<file path="src/rtl/if_id_buffer.sv">
// Fetch-to-decode decoupling buffer: a small circular FIFO of {pc, instr} pairs
// between the IF and ID stages. Supports flush on redirect and a NOP bubble while empty.
module if_id_buffer #(
   parameter int          DEPTH     = 2,
   parameter logic [31:0] NOP_INSTR = 32'h0000_0013
) (
   input  logic                       clk,
   input  logic                       reset,
   input  logic                       in_valid,
   output logic                       in_ready,
   input  logic [31:0]                in_pc,
   input  logic [31:0]                in_instr,
   input  logic                       flush,
   output logic                       out_valid,
   input  logic                       out_ready,
   output logic [31:0]                out_pc,
   output logic [31:0]                out_instr,
   output logic [$clog2(DEPTH):0]     count
);

   localparam int PTR_W = $clog2(DEPTH);
   localparam int CNT_W = PTR_W + 1;
   localparam logic [CNT_W-1:0] DEPTH_C   = CNT_W'(DEPTH);
   localparam logic [PTR_W-1:0] LAST_PTR  = PTR_W'(DEPTH - 1);

   logic [31:0]      mem_pc_q    [DEPTH];
   logic [31:0]      mem_instr_q [DEPTH];
   logic [PTR_W-1:0] rd_ptr_q, rd_ptr_d;
   logic [PTR_W-1:0] wr_ptr_q, wr_ptr_d;
   logic [CNT_W-1:0] count_q, count_d;
   logic             push, pop;

   function automatic logic [PTR_W-1:0] next_ptr(input logic [PTR_W-1:0] p);
      next_ptr = (p == LAST_PTR) ? '0 : p + 1'b1;
   endfunction

   // in_ready depends only on occupancy, so a full buffer never accepts a push even
   // while popping; this keeps the ready path free of any out_ready timing arc.
   assign in_ready  = (count_q < DEPTH_C);
   assign out_valid = (count_q != '0);
   assign out_pc    = out_valid ? mem_pc_q[rd_ptr_q]    : 32'h0;
   assign out_instr = out_valid ? mem_instr_q[rd_ptr_q] : NOP_INSTR;
   assign count     = count_q;

   assign push = in_valid  && in_ready  && !flush;
   assign pop  = out_valid && out_ready && !flush;

   always_comb begin
      rd_ptr_d = rd_ptr_q;
      wr_ptr_d = wr_ptr_q;
      count_d  = count_q;
      if (flush) begin
         rd_ptr_d = '0;
         wr_ptr_d = '0;
         count_d  = '0;
      end else begin
         if (push) wr_ptr_d = next_ptr(wr_ptr_q);
         if (pop)  rd_ptr_d = next_ptr(rd_ptr_q);
         if (push && !pop)      count_d = count_q + 1'b1;
         else if (pop && !push) count_d = count_q - 1'b1;
      end
   end

   always_ff @(posedge clk) begin
      if (reset) begin
         rd_ptr_q <= '0;
         wr_ptr_q <= '0;
         count_q  <= '0;
      end else begin
         rd_ptr_q <= rd_ptr_d;
         wr_ptr_q <= wr_ptr_d;
         count_q  <= count_d;
      end
   end

   // Storage is deliberately left out of reset and flush; only occupancy gates the outputs.
   always_ff @(posedge clk) begin
      if (push && !reset) begin
         mem_pc_q[wr_ptr_q]    <= in_pc;
         mem_instr_q[wr_ptr_q] <= in_instr;
      end
   end

endmodule

</file>
<file path="config.mk">
export PLATFORM = sky130hd
export DESIGN_NAME = if_id_buffer
export DESIGN_NICKNAME = d
export VERILOG_FILES = /design/src/rtl/if_id_buffer.sv
export SDC_FILE = /design/constraint.sdc
export NUM_CORES = 1
export LEC_CHECK = 0
export CAP_MARGIN = 20
export CORE_MARGIN = 1
export CORE_UTILIZATION = 48
export DETAILED_ROUTE_END_ITERATION = 7
export GPL_TIMING_DRIVEN = 1
export PLACE_DENSITY = 0.86
export SYNTH_ARGS = -nofsm -noshare
export SYNTH_HDL_FRONTEND = slang
export SYNTH_SLANG_ARGS = --single-unit
</file>
<file path="constraint.sdc">
create_clock -name clk -period 10.9 [get_ports clk]
set_input_delay 2.18 -clock clk [delete_from_list [all_inputs] [get_ports clk]]
set_output_delay 2.18 -clock clk [all_outputs]
set_load 0.02 [all_outputs]
</file>
==> run metrics, run 1 <==
vias in the first global route=slightly above 3k; largest fanout on the critical path=32; count leader, synth=edfxtp_1; CTS Root Buffer Type=clkbuf_8; crit path launch type=flip-flop; # diodes=0; final instance area=0.007176 sq mm; Final Skew=approximately 0.0063 ns; routability cong.=0.8133; Detailed Routing Iterations Pass 1=4; Synth top area share=76.00%; area delta synth->final=41.89%; crit path DAT=2.86 ns; clk slew on worst S/H paths=~0.06 ns; Die W=104.6 microns; antenna viol nets, final=0; IO Port Bufs=136; WL per Instance=around 16 microns; sequential-to-total area share from yosys stat=between 70% and 80%; Setup WS post-layout=5.864 ns; final hold viol count=0; Slew Limit Fails=0; Post-synth top cells=edfxtp_1, mux2i_1, nor2_1; synthesized area=a little over 0.005 sq mm; Cell Rows=37; Initial Utilization=49.21%; Residual DRC=0; Max Cap Viol=0; worst vdd ir=a little over 100 uV; Yosys cell types=21; die area=0.01095 sq mm; drt initial violations=169; min Tclk post-route=5.036 ns; leak pwr=~2.3 nW; initial antenna violation count=0; nets=513; first-pass GRT wire length=15.10 mm; total CTS buffers=17; synth warn=0; syn nets=367; endpoints failing setup=0; core area=0.01028 sq mm; DP Area=0.006555 sq mm; largest net degree at the start of global routing=65; HPWL Detailed=5.808 mm; Routed WL=~9.5 mm; Most used DFF post-synth=edfxtp_1; gr usage total=18.12%; RSZ-0062 raised after global routing=no; Worst-Margin Slew=0.8446 ns; Pwr Total=approximately 1.2 mW; kind of critical path=flip-flop to output port; PostCTS Resize Cnt=0; CP Data Required Time=roughly 8.7 ns; hold buffers post-CTS=0; Ports=137; final global-route overflow total=0; TritonCTS sink count=133; CTS tree=yes; number of synthesized flops with an enable pin=128; Skew-Pair Late Insertion Delay=0.50 ns; layout cells sized above 1=8.991%; Crit. End Element=output port; worst hold path type=flip-flop to flip-flop; post-route insts no fill=~590; Die Ht=104.6 microns; Post-CTS Setup Inserts=0; cells after synthesis=297; final hold slack=between 0.5 and 0.6 ns; PD cells=172.0 mW/mm^2; htree depth=4; Max Clk Rate=0.1986 GHz; clk buf depth=2; largest cells by area after synthesis=edfxtp_1, mux2i_1, nor2_1, dfxtp_1, buf_4; final worst path period share=46.21%; vias after detailed routing=2975; run status=finished, final reports clean; cell taking the most area after synthesis=edfxtp_1; Final Util=69.82%; #FFs+latches synth=133; setup TNS=0 ns; Worst slew margin=43.69%; vias per cell=5.025; syn avg cell area=17.03 sq um; setup slack at placement=6.337 ns; ys async rst share=0%; cell total after placement=around 560
[cell type report]
cell class	count	area [sq um]
clock buffer	18	417.9
sequential	133	3948
tap	136	170.2
multi-input combinational	148	1039
timing repair buffer	141	1419
fill	699	3102
inverter	2	7.507
clock inverter	14	175.2
[path summary, 6_finish.rpt]
| kind | depth (start not counted) | slack, ns | startpoint | endpoint |
|---|---|---|---|---|
| worst min register to register | 2 | 0.59 | wr_ptr_q$_SDFFE_PP0P_ | wr_ptr_q$_SDFFE_PP0P_ |
| worst max register to register | 5 | 8.85 | count[1]$_SDFFE_PP0P_ | count[1]$_SDFFE_PP0P_ |
| worst max-delay path | 5 | 5.86 | count[1]$_SDFFE_PP0P_ | out_instr[4] |
| worst min-delay path | 2 | 0.59 | wr_ptr_q$_SDFFE_PP0P_ | wr_ptr_q$_SDFFE_PP0P_ |
[per-layer routing]
layer / GRT usage, % / vias up / part of all wire (%)
met4: 8.149 / 0 / 2.1
met3: 5.178 / 22 / 5.9
met1: 21.69 / 1444 / 40
li1: - / 1393 / -
met5: 0 / - / 0
met2: 30.46 / 116 / 52
[critical path, stage by stage, from the launching register on]
cell	delay (ns)
dfxtp_1	0.43
nor2_4	0.63
buf_4	0.45
inv_1	0.15
nand2_1	0.09
clkdlybuf4s50_1	0.60
[report_power, final]
part | internal (mW) | switching, mW | total [mW]
Clock | 0.351 | 0.208 | 0.559
Sequential | 0.572 | 0.00432 | 0.576
Combinational | 0.0514 | 0.0480 | 0.0995
Total | 0.974 | 0.261 | 1.23
[layout by cell type (no fill, tap or decap), types with 2 or more instances in the layout]
master,netlist,final
buf_4,6,4
bufinv_16,0,3
clkbuf_16,0,16
clkdlybuf4s50_1,0,136
clkinv_4,0,4
clkinvlp_4,0,2
dfxtp_1,5,4
edfxtp_1,128,128
inv_1,2,2
inv_6,0,3
mux2i_1,64,64
nand2_1,3,3
nor2_1,62,62
nor3_1,4,4
o21ai_0,2,2
xor2_1,3,3
[registers in the layout (all words and copies together) (netlist names), named ones only]
| register | count |
|---|---|
| count | 2 |
| mem_instr_q | 64 |
| mem_pc_q | 64 |
| rd_ptr_q | 1 |
| wr_ptr_q | 1 |
[logic make-up after synthesis]
kind of cell | share of synthesized area (%)
XOR/XNOR | 0.6929
AO/OA/AOI/OAI | 0.4453
AND/OR/NAND/NOR | 6.136
flip-flops | 77.98
multiplexers | 12.67
adder cells (fa/ha/maj) | 0.2474
buffers and inverters | 1.831
Note: power is estimated with default switching activity, not from simulation.
==> inputs of run 2 (changes only) <==
Clock period 10.9 ns to 5.2 ns, I/O delays scaled along.
==> run metrics, run 2 (synthesis results as in run 1) <==
CP Data Required Time=4.16 ns (was 8.72 ns); largest fanout on the critical path=34 (was 32); hold buffers post-CTS=0 (unchanged); Max Clk Rate=between 0.2 and 0.3 GHz; Slew Limit Fails=0 (unchanged); number of fill cells in the layout=716 (was 699); min Tclk post-route=3.752 ns; nets=512 (was 513); crit-path cells=nor2_4 -> buf_4 -> nor2_1 -> clkdlybuf4s50_1 (was nor2_4 -> buf_4 -> inv_1 -> nand2_1 -> clkdlybuf4s50_1); Die Ht=104.6 microns (unchanged); most frequent cells in the layout=clkdlybuf4s50_1, edfxtp_1, mux2i_1, nor2_1, clkbuf_16 (unchanged); FF-to-FF path depth=5 (unchanged); WL per Instance=15.52 microns (was 16.04 microns); worst hold path type=flip-flop to flip-flop (unchanged); Residual DRC=0 (unchanged); htree depth=4 (unchanged); R2R setup slack=3.06 ns (was 8.85 ns); crit path launch type=flip-flop (unchanged); initial antenna violation count=0 (unchanged); critical path's slowest cell=nor2_4 (unchanged); total CTS buffers=17 (unchanged); crit path DAT=2.71 ns (was 2.86 ns); clk buf depth=2 (unchanged); HPWL Detailed=5.700 mm (was 5.808 mm); delay-heaviest family, CP=buffers and inverters (unchanged); CTS tree=yes (unchanged); setup TNS=0 ns (unchanged); worst vdd ir=218.3 uV (was 102.7 uV); Routed WL=9.174 mm (was 9.494 mm); Initial Utilization=49.21% (unchanged); Cell Rows=37 (unchanged); Hold Path Cell Cnt=2 (unchanged); core area=0.01028 sq mm (unchanged); layout cells sized above 1=9.011% (was 8.991%); IO Port Bufs=136 (unchanged); worst reg2reg path startpoint=count[1]$_SDFFE_PP0P_ (unchanged); hold path start=rd_ptr_q$_SDFFE_PP0P_ (was wr_ptr_q$_SDFFE_PP0P_); antenna viol nets, final=0 (unchanged); Post-CTS Setup Inserts=0 (unchanged); Final Skew=0.006731 ns (was 0.006310 ns); final hold slack=0.5845 ns (was 0.5882 ns); drt initial violations=117 (was 169); PostCTS Resize Cnt=0 (unchanged); endpoints failing setup=0 (unchanged); die area=0.01095 sq mm (unchanged); clk slew on worst S/H paths=0.06 ns (about the same); Worst-Margin Slew=0.8467 ns (was 0.8446 ns); setup slack at placement=1.933 ns (was 6.337 ns); vias per cell=4.978 (was 5.025); Die W=104.6 microns (unchanged); Skew-Pair Late Insertion Delay=0.50 ns (about the same); Ports=137 (unchanged); Setup WS post-layout=1.448 ns (was 5.864 ns); leak pwr=2.268 nW (was 2.297 nW); vias after detailed routing=2942 (was 2975); final worst path period share=72.15%; worst path bufs/invs=2 (was 3); Detailed Routing Iterations Pass 1=4 (unchanged); gr usage total=17.48% (was 18.12%); kind of critical path=flip-flop to output port (unchanged); # diodes=0 (unchanged); RSZ-0062 raised after global routing=no (unchanged); Max Cap Viol=0 (unchanged); Worst slew margin=43.55% (was 43.69%); run status=finished, final reports clean (unchanged); final hold viol count=0 (unchanged); area delta synth->final=40.80% (was 41.89%); routability cong.=0.7117 (was 0.8133); worst r2r dst=count[1]$_SDFFE_PP0P_ (unchanged); vias in the first global route=3047 (was 3063); CTS Root Buffer Type=clkbuf_8 (unchanged); largest net degree at the start of global routing=65 (unchanged); final global-route overflow total=0 (unchanged); PD cells=345.5 mW/mm^2 (was 172.0 mW/mm^2); slowest cell delay on critical path=0.60 ns (was 0.63 ns); Crit. End Element=output port (unchanged); commonest non-fill, non-tap cell in the layout=clkdlybuf4s50_1 (unchanged); first-pass GRT wire length=14.57 mm (was 15.10 mm); TritonCTS sink count=133 (unchanged)
-- run 2: cell types whose count changed in the layout (fill, tap and decap cells not counted), sizes merged --
cell	change
inv	+2
buf	-1
clkinv	+3
clkbuf	-1
clkinvlp	-1
bufinv	-3
-- run 2: worst max path at each step --
stage | cells past startpoint | slack [ns] | end | from
after floorplan | 2 | 1.38 | mem_instr_q[1][0]$_DFFE_PP_ | flush
after global placement | 4 | 1.95 | out_pc[22] | count[1]$_SDFFE_PP0P_
after detailed placement | 4 | 1.93 | out_pc[22] | count[1]$_SDFFE_PP0P_
after CTS | 4 | 1.39 | out_pc[22] | count[1]$_SDFFE_PP0P_
after global routing | 4 | 1.28 | out_instr[24] | count[1]$_SDFFE_PP0P_
final | 4 | 1.45 | out_pc[22] | count[1]$_SDFFE_PP0P_
-- run 2: cell type report --
type | instances | area (sq um) | area share, %
Inverter | 2 | 7.507 | 0.1054
Multi-Input combinational cell | 148 | 1056 | 14.83
Tap cell | 136 | 170.2 | 2.390
Sequential cell | 133 | 3948 | 55.44
Clock buffer | 17 | 414.1 | 5.816
Timing Repair Buffer | 140 | 1404 | 19.72
Clock inverter | 15 | 121.4 | 1.704
-- run 2: power by group --
group / internal (mW) / switching [mW] / total, mW
clock network: 0.594 / 0.452 / 1.05
logic: 0.108 / 0.0984 / 0.206
registers: 1.20 / 0.00983 / 1.21
-- run 2: metal layers --
layer	GRT usage (%)	share of wire, %	vias up
met5	0	0	-
met2	29.75	52	96
met1	20.71	41	1436
li1	-	-	1398
met4	6.137	1.2	0
met3	5.926	5.4	12
-- run 2: worst min-delay path, cell delays in order (launching register included) --
cell	delay [ns]
dfxtp_1	0.33
xor2_1	0.08
nor3_1	0.12
-- run 2: stage by stage --
stage	util, %	power, mW	cell area, sq um	instances
5_1_grt	69.28	2.544	7121	591
6_report	69.28	2.460	7121	591
2_1_floorplan	-	1.317	5087	297
3_5_place_dp	63.88	1.437	6565	558
3_3_place_gp	63.88	1.432	6565	558
4_1_cts	69.09	2.485	7101	590
